==> src/rtl/yasac_io.sv <==
// yasac_io: parametrised bank of NOUT registered output ports and NIN synchronised input ports with change-flag interrupt.
// Latency: writes land on pout one edge later; reads return rdata/rvalid one edge after rd; pin changes reach the flags 3 edges later and irq 4 edges later.
// Backpressure: none; one access per cycle, reads may issue every cycle and always complete.
module yasac_io #(
  parameter int W    = 8,
  parameter int NOUT = 8,
  parameter int NIN  = 8,
  parameter int AW   = 5
) (
  input  logic                clk,
  input  logic                reset,
  input  logic [AW-1:0]       addr,
  input  logic                wr,
  input  logic [W-1:0]        wdata,
  input  logic                rd,
  output logic [W-1:0]        rdata,
  output logic                rvalid,
  output logic [NOUT*W-1:0]   pout,
  input  logic [NIN*W-1:0]    pin,
  output logic                irq
);

  // Flag and mask registers sit directly above the input ports.
  localparam logic [AW-1:0] FLAG_ADDR = AW'(NOUT + NIN);
  localparam logic [AW-1:0] MASK_ADDR = AW'(NOUT + NIN + 1);

  // The mask is read and written as a single word, and every register needs an address.
  if (W < NIN || NOUT + NIN + 2 > 2 ** AW) begin : g_param_check
    $error("yasac_io: need W >= NIN and NOUT+NIN+2 <= 2**AW");
  end

  // s1/s2 form the synchroniser; s3 is the previous s2, used only for edge detection.
  logic [NIN*W-1:0] s1, s2, s3;
  logic [NIN-1:0]   flag;
  logic [NIN-1:0]   mask;
  logic [NIN-1:0]   chg;
  logic [NIN-1:0]   clr;
  logic [W-1:0]     rd_mux;

  // Read data selection from current register contents, so a read colliding with a write sees the old value.
  always_comb begin
    rd_mux = '0;
    for (int i = 0; i < NOUT; i++) begin
      if (addr == AW'(i)) rd_mux = pout[i*W +: W];
    end
    for (int j = 0; j < NIN; j++) begin
      if (addr == AW'(NOUT + j)) rd_mux = s2[j*W +: W];
    end
    if (addr == FLAG_ADDR) rd_mux = W'(flag);
    if (addr == MASK_ADDR) rd_mux = W'(mask);
  end

  // Per-port change detection and flag clear requests (input-port read or write-1-to-clear).
  always_comb begin
    chg = '0;
    clr = '0;
    for (int j = 0; j < NIN; j++) begin
      chg[j] = |(s2[j*W +: W] ^ s3[j*W +: W]);
      if (rd && addr == AW'(NOUT + j)) clr[j] = 1'b1;
    end
    if (wr && addr == FLAG_ADDR) clr = clr | wdata[NIN-1:0];
  end

  // Two-flop synchroniser plus history stage for every input bit.
  always_ff @(posedge clk or negedge reset) begin
    if (!reset) begin
      s1 <= '0;
      s2 <= '0;
      s3 <= '0;
    end else begin
      s1 <= pin;
      s2 <= s1;
      s3 <= s2;
    end
  end

  // Flags (a new change wins over a clear on the same edge), mask, and registered interrupt.
  always_ff @(posedge clk or negedge reset) begin
    if (!reset) begin
      flag <= '0;
      mask <= '0;
      irq  <= 1'b0;
    end else begin
      flag <= chg | (flag & ~clr);
      if (wr && addr == MASK_ADDR) mask <= wdata[NIN-1:0];
      irq  <= |(flag & mask);
    end
  end

  // Output port registers; writes to any non-output address leave them alone.
  always_ff @(posedge clk or negedge reset) begin
    if (!reset) begin
      pout <= '0;
    end else if (wr) begin
      for (int i = 0; i < NOUT; i++) begin
        if (addr == AW'(i)) pout[i*W +: W] <= wdata;
      end
    end
  end

  // Registered read port; rdata holds its last value between reads.
  always_ff @(posedge clk or negedge reset) begin
    if (!reset) begin
      rdata  <= '0;
      rvalid <= 1'b0;
    end else begin
      rvalid <= rd;
      if (rd) rdata <= rd_mux;
    end
  end

endmodule
==> config.mk <==
export PLATFORM = sky130hd
export DESIGN_NAME = yasac_io
export DESIGN_NICKNAME = d
export VERILOG_FILES = /design/src/rtl/yasac_io.sv
export SDC_FILE = /design/constraint.sdc
export NUM_CORES = 1
export LEC_CHECK = 0
export BUFFER_PORTS_ARGS = -buffer_cell sky130_fd_sc_hd__clkbuf_2
export CAP_MARGIN = 20
export CORE_ASPECT_RATIO = 1.25
export CORE_MARGIN = 2
export CORE_UTILIZATION = 25
export DETAILED_ROUTE_END_ITERATION = 6
export SLEW_MARGIN = 20
export SYNTH_ARGS = -nofsm -noshare
export SYNTH_HDL_FRONTEND = slang
export SYNTH_SLANG_ARGS = --single-unit
==> constraint.sdc <==
create_clock -name clk -period 3.7 [get_ports clk]
set_input_delay 0.74 -clock clk [delete_from_list [all_inputs] [get_ports clk]]
set_output_delay 0.74 -clock clk [all_outputs]
set_load 0.02 [all_outputs]
==> impl_metrics.py, run 1 <==
metrics = {
    "power": {
        "seqPwrFrac_pct": 46.4,
        "power.share.clock_pct": 41.0,
        "power.internal_uw": 5650,
        "p_total_uw": 7840,
        "p_comb_share_pct": 12.5,
        "p_sw_uw": 2180,
        "p_per_area_nw_per_um2": 584,
        "p_sw_share_pct": 27.8,
        "ir_drop_v": 0.000407,
        "p_leak_uw": 0.00594,
    },
    "clock_tree": {
        "tritoncts": "built",
        "cts_buffers": 30,
        "postCtsHoldBufs": 0,
        "htreeDepth": 1,
        "root_buffer": "clkbuf_16",
        "clk_latency_ns": 0.59,
        "cts.sinks": 282,
        "cts_setup_buffers": 0,
        "path_clk_slew_ns": 0.07,
        "clk_path_buf_depth": 3,
        "cts_resized": 0,
    },
    "global_routing": {
        "overflow": 0,
        "grt_pass1_wl_um": 50600,
        "grt_pass1_vias": 7745,
        "grtUsageTotal_pct": 15.0,
        "grt_max_degree": 99,
        "antenna_found_initial": 0,
    },
    "worst_setup_path": {
        "crit_fanout": 32,
        "critPathLaunchType": "primary input",
        "cp.arrival_ns": 3.20,
        "crit_chain": "clkbuf_2 -> buf_4 -> nor2b_1 -> a21oi_1 -> o311ai_0 -> a21oi_1 -> o22ai_1",
        "cp_top_family": "compound AO/OA/AOI/OAI gates",
        "cp_slowest_cell": "clkbuf_2",
        "criticalPathCategory": "in -> reg",
        "critPathMaxStageDelay_ns": 0.55,
        "critPathCaptureType": "register",
        "crit_buf_inv": 2,
        "path_common_cell": "a21oi_1",
        "cp.required_ns": 4.21,
    },
    "floorplan": {
        "pin_count": 155,
        "rows": 85,
        "die_h_um": 238,
        "core_um2": 43100,
        "fp.dieArea_um2": 45400,
        "die_x_um": 191,
        "start_util_pct": 25.4,
    },
    "sta": {
        "drv_slew": 0,
        "maxSlewHeadroom_pct": 48.7,
        "worst_slew_pin_slew_ns": 0.769,
        "tns_ns": 0,
        "fin_skew_ns": 0.0136,
        "fmaxAchievable_mhz": 371,
        "min_period_ns": 2.70,
        "fin_crit_sh_pct": 72.9,
        "setup_violations": 0,
        "hold_viol": 0,
        "rsz0062_at_grt": "no",
        "fin_hold_ws_ns": 0.207,
    },
    "routing": {
        "first_pass_iters": 5,
        "via_per_inst": 4.69,
        "drc": 0,
        "wl_um": 34000,
        "wl_per_cell_um": 21.8,
        "num_vias": 7295,
        "drt-initial-drc-count": 444,
        "antenna_left": 0,
    },
    "flow_run": {
        "maxCapViolCount": 0,
    },
    "worst_hold_path": {
        "holdCritPathClass": "in -> async",
    },
    "run_status": {
        "status": "finished, final reports clean",
    },
    "final_layout": {
        "finalNonFillerCells": 1557,
        "fin_nets": 1050,
        "syn2layout_area_growth_pct": 22.9,
        "n_fill_cell": 4311,
        "utilization_pct": 31.2,
        "num_antenna_cells": 0,
        "drive_gt1_share_pct": 31.6,
    },
    "synthesis": {
        "synth_cell_type_count": 80,
        "yosysMostFrequentCell": "dfrtp_1",
        "synth_area_um2": 10900,
        "synth.ff_latch_count": 282,
        "post-synth-top-area-cell": "dfrtp_1",
        "async_flop_share_pct": 100,
        "synthTopCellsByArea": "dfrtp_1 65%, mux2_2 7.4%, xor2_1 4.5%, a21oi_1 1.4%, nand3_1 1.4%",
        "synth_enable_flop_cells": 0,
        "post_synth_most_frequent_cells": "282 x dfrtp_1, 72 x mux2_2, 56 x xor2_1",
        "syn_nets": 892,
        "ys_seq_area_share_pct": 64.6,
        "netlist_instances": 811,
        "ys.flop_type": "dfrtp_1",
        "syn_avg_cell_area_um2": 13.5,
        "yosys_warnings": 0,
        "synth_top_area_share_pct": 64.6,
    },
    "placement": {
        "dp_hpwl_um": 25500,
        "dp.cells": 1502,
        "io_buffer_count": 154,
        "gp_congestion": 0.907,
    },
}
-- state kept, by name, indices dropped and copies added (netlist names) --
| name | cells |
|---|---|
| pout | 64 |
| mask | 8 |
| rvalid | 1 |
| flag | 8 |
| irq | 1 |
| s3 | 64 |
| rdata | 8 |
| s1 | 64 |
| s2 | 64 |
-- power groups by stage --
stage,sequential [uW],clock [uW],combinational (uW)
2_1_floorplan,3750,0,390
3_3_place_gp,3690,0,984
3_5_place_dp,3690,0,989
4_1_cts,3640,3300,992
5_1_grt,3660,3430,1060
6_report,3640,3220,980
-- cell type report --
cell class                      instances  area [um^2]  area share [%]
Sequential cell                       282         7060            52.6
Clock inverter                         20          287            2.14
Timing Repair Buffer                  172          953            7.10
Inverter                               11         41.3           0.308
Tap cell                              565          707            5.27
Multi-Input combinational cell        472         3570            26.6
Clock buffer                           35          800            5.96
-- routing by layer --
metal / routed length, um / up-vias / track usage (%)
met5: 0 / - / 0
met4: 1410 / 0 / 6.74
met3: 2500 / 76 / 4.06
met2: 17100 / 248 / 25.6
met1: 13000 / 3715 / 17.6
li1: - / 3256 / -
-- worst register-to-register path, stage by stage (launching register included) --
cell and delay (ns):
dfrtp_1 0.43, and4b_1 0.24, o21a_1 0.18, or4_1 0.51, a21oi_1 0.35, o22ai_1 0.12
-- final timing paths --
path | slack (ns) | start | depth (start not counted) | endpoint
min in group clk | 0.25 | pin[52] | 1 | s1[52]
hold reg to reg | 0.34 | s1[29] | 0 | s2[29]
setup reg to reg | 1.75 | s2[24] | 5 | rdata[0]
setup / recovery | 1.00 | addr[0] | 7 | rdata[0]
hold / removal | 0.21 | reset | 1 | s1[46]
max in group asynchronous | 2.62 | reset | 2 | pout[39]
-- logic make-up after synthesis --
kind of cell	count (synthesis)	share of synthesized area [%]
muxes	80	8.16
buffers and inverters	57	2.64
AOI/OAI and AO/OA	153	10.1
and+or+nand+nor	175	9.35
xor gates and xnor gates	64	5.13
DFF	282	64.6
-- metrics by stage --
stage	instance area, um^2	setup slack [ns]
6_report	13400	1.00
5_1_grt	13400	0.881
4_1_cts	13400	1.06
3_5_place_dp	12300	0.448
3_3_place_gp	12300	0.554
2_1_floorplan	10900	1.52
-- cells in the final DEF, fill, tap and decap left out, types with 7 or more instances in the layout --
cell type and instances:
inv_1 10, nand2b_1 11, xnor2_1 8, clkbuf_16 30, xor2_1 56, dfrtp_1 282
a21oi_1 30, mux2i_1 8, nand2_1 27, buf_4 15, o211a_1 7, clkbuf_2 153
nand3_1 30, nor4_1 17, o22ai_1 11, o211ai_1 7, nor2_1 19, o21ai_0 22
nor2b_1 7, nor3_1 13, mux2_2 72, a22oi_1 10
Note: power is estimated with default switching activity, not from simulation.
==> run 2: changes to the inputs <==
==> constraint.sdc (replaced) <==
create_clock -name clk -period 2.81 [get_ports clk]
set_input_delay 0.562 -clock clk [delete_from_list [all_inputs] [get_ports clk]]
set_output_delay 0.562 -clock clk [all_outputs]
set_load 0.02 [all_outputs]
==> impl_metrics.py, run 2 (synthesized netlist as in run 1, its figures left out) <==
metrics = {
    "run_status": {
        "status": "finished, final reports clean",
    },
    "routing": {
        "wl_um": 34500,
        "drt-initial-drc-count": 568,
        "first_pass_iters": 5,
        "topRoutingLayerUsed": "met4",
        "wl_met3_um": 2080,
        "drc": 0,
        "wl_met1_um": 14200,
        "via_per_inst": 4.69,
        "antenna_left": 0,
        "num_vias": 7433,
        "wl_per_cell_um": 21.8,
        "wl_met2_um": 17300,
    },
    "worst_setup_path": {
        "critPathCaptureType": "register",
        "critPathMaxStageDelay_ns": 0.54,
        "crit_chain": "clkbuf_2 -> buf_4 -> and3b_1 -> nand2_1 -> o21ai_0 -> a2bb2oi_1 -> nand2_1",
        "crit_fanout": 13,
        "cp_slowest_cell": "o21ai_0",
        "path_common_cell": "nand2_1",
        "cp.arrival_ns": 2.69,
        "criticalPathCategory": "in -> reg",
        "critPathLaunchType": "primary input",
        "cp.required_ns": 3.29,
    },
    "power": {
        "p_total_uw": 9970,
        "p_per_area_nw_per_um2": 736,
        "p_leak_uw": 0.00606,
        "ir_drop_v": 0.000470,
    },
    "floorplan": {
        "fp.dieArea_um2": 45400,
        "start_util_pct": 25.4,
        "die_x_um": 191,
        "die_h_um": 238,
        "core_um2": 43100,
        "pin_count": 155,
        "rows": 85,
    },
    "final_layout": {
        "num_antenna_cells": 0,
        "n_fill_cell": 4346,
        "syn2layout_area_growth_pct": 24.1,
        "final_cell_mix": "282 x dfrtp_1, 153 x clkbuf_2, 72 x mux2_2",
        "final_common_cell": "dfrtp_1",
        "multi_input_area_um2": 3570,
        "fin_nets": 1079,
        "utilization_pct": 31.5,
        "drive_gt1_share_pct": 33.0,
        "seq_area_um2": 7060,
    },
    "global_routing": {
        "grt_pass1_vias": 7894,
        "grt_pass1_wl_um": 51700,
        "grtUsageTotal_pct": 15.3,
        "overflow": 0,
        "grt_max_degree": 83,
        "antenna_found_initial": 0,
    },
    "clock_tree": {
        "path_clk_slew_ns": 0.06,
        "htreeDepth": 1,
        "clk_latency_ns": 0.59,
        "cts_setup_buffers": 0,
        "cts.sinks": 282,
        "cts_buffers": 30,
        "root_buffer": "clkbuf_16",
        "clk_path_buf_depth": 3,
        "tritoncts": "built",
    },
    "sta": {
        "worst_slew_pin_slew_ns": 0.760,
        "setup_violations": 0,
        "hold_viol": 0,
        "maxSlewHeadroom_pct": 49.1,
        "fin_crit_sh_pct": 78.7,
        "min_period_ns": 2.21,
        "rsz0062_at_grt": "no",
        "fin_skew_ns": 0.0287,
        "fmaxAchievable_mhz": 452,
        "drv_slew": 0,
    },
    "worst_hold_path": {
        "holdCritPathClass": "in -> reg",
    },
    "flow_run": {
        "maxCapViolCount": 0,
    },
    "placement": {
        "dp_hpwl_um": 25900,
        "gp_congestion": 0.881,
        "io_buffer_count": 154,
    },
}
[run 2: changes by cell type in the layout (fill, tap and decap cells not counted), moves of 2 or more]
cell,previous run,this run
bufinv_16,5,1
clkinvlp_4,6,2
clkinv_2,3,6
clkbuf_1,2,6
buf_4,15,42
clkbuf_8,3,5
[run 2: timing repair]
action                                 CTS  global route
hold buffers                             1             0
endpoints found under the hold margin   38             0
gates resized for setup                  0             0
[run 2: final timing paths]
check	from	end	slack, ns	cells past startpoint
hold / removal	pin[16]	s1[16]	0.07	1
setup / recovery	addr[0]	rdata[6]	0.60	7
setup reg to reg	s2[24]	rdata[0]	0.76	5
min in group asynchronous	reset	s1[22]	0.54	2
max in group asynchronous	reset	pout[50]	1.38	3
hold reg to reg	s1[24]	s2[24]	0.34	0
[run 2: area by class of cell]
cell class	count	share of cell area, %
clock buffer	41	6.22
inverter	11	0.305
timing repair buffer	201	8.76
sequential	282	52.1
multi-input combinational	472	26.4
tap	565	5.22
clock inverter	14	1.03
[run 2: critical path, delay by kind of cell]
family	cells	cell delay (ns)
buffers and inverters	2	0.59
AO/OA/AOI/OAI	2	0.81
AND/OR/NAND/NOR	3	0.73
[run 2: layer usage]
metal,track usage [%],vias up
met4,5.59,0
met2,26.2,224
met5,0,-
met3,2.78,53
met1,19.3,3832
li1,-,3324
[run 2: report_power, final]
group | leakage, uW | switching [uW] | internal (uW)
Sequential | 0.00335 | 360 | 4420
Clock | 0.000479 | 1660 | 2210
Combinational | 0.00223 | 799 | 519
[run 2: metrics by stage]
stage	instances	hold WS, ns	TNS [ns]	setup slack [ns]	area, um^2
floorplan	811	0.266	0	0.812	10900
global placement	1530	0.334	-0.0312	-0.0312	12600
detailed placement	1530	0.335	0	0.0351	12600
CTS	1586	0.0421	0	0.663	13500
global route	1586	0.0480	0	0.538	13500
finish	1586	0.0704	0	0.600	13500
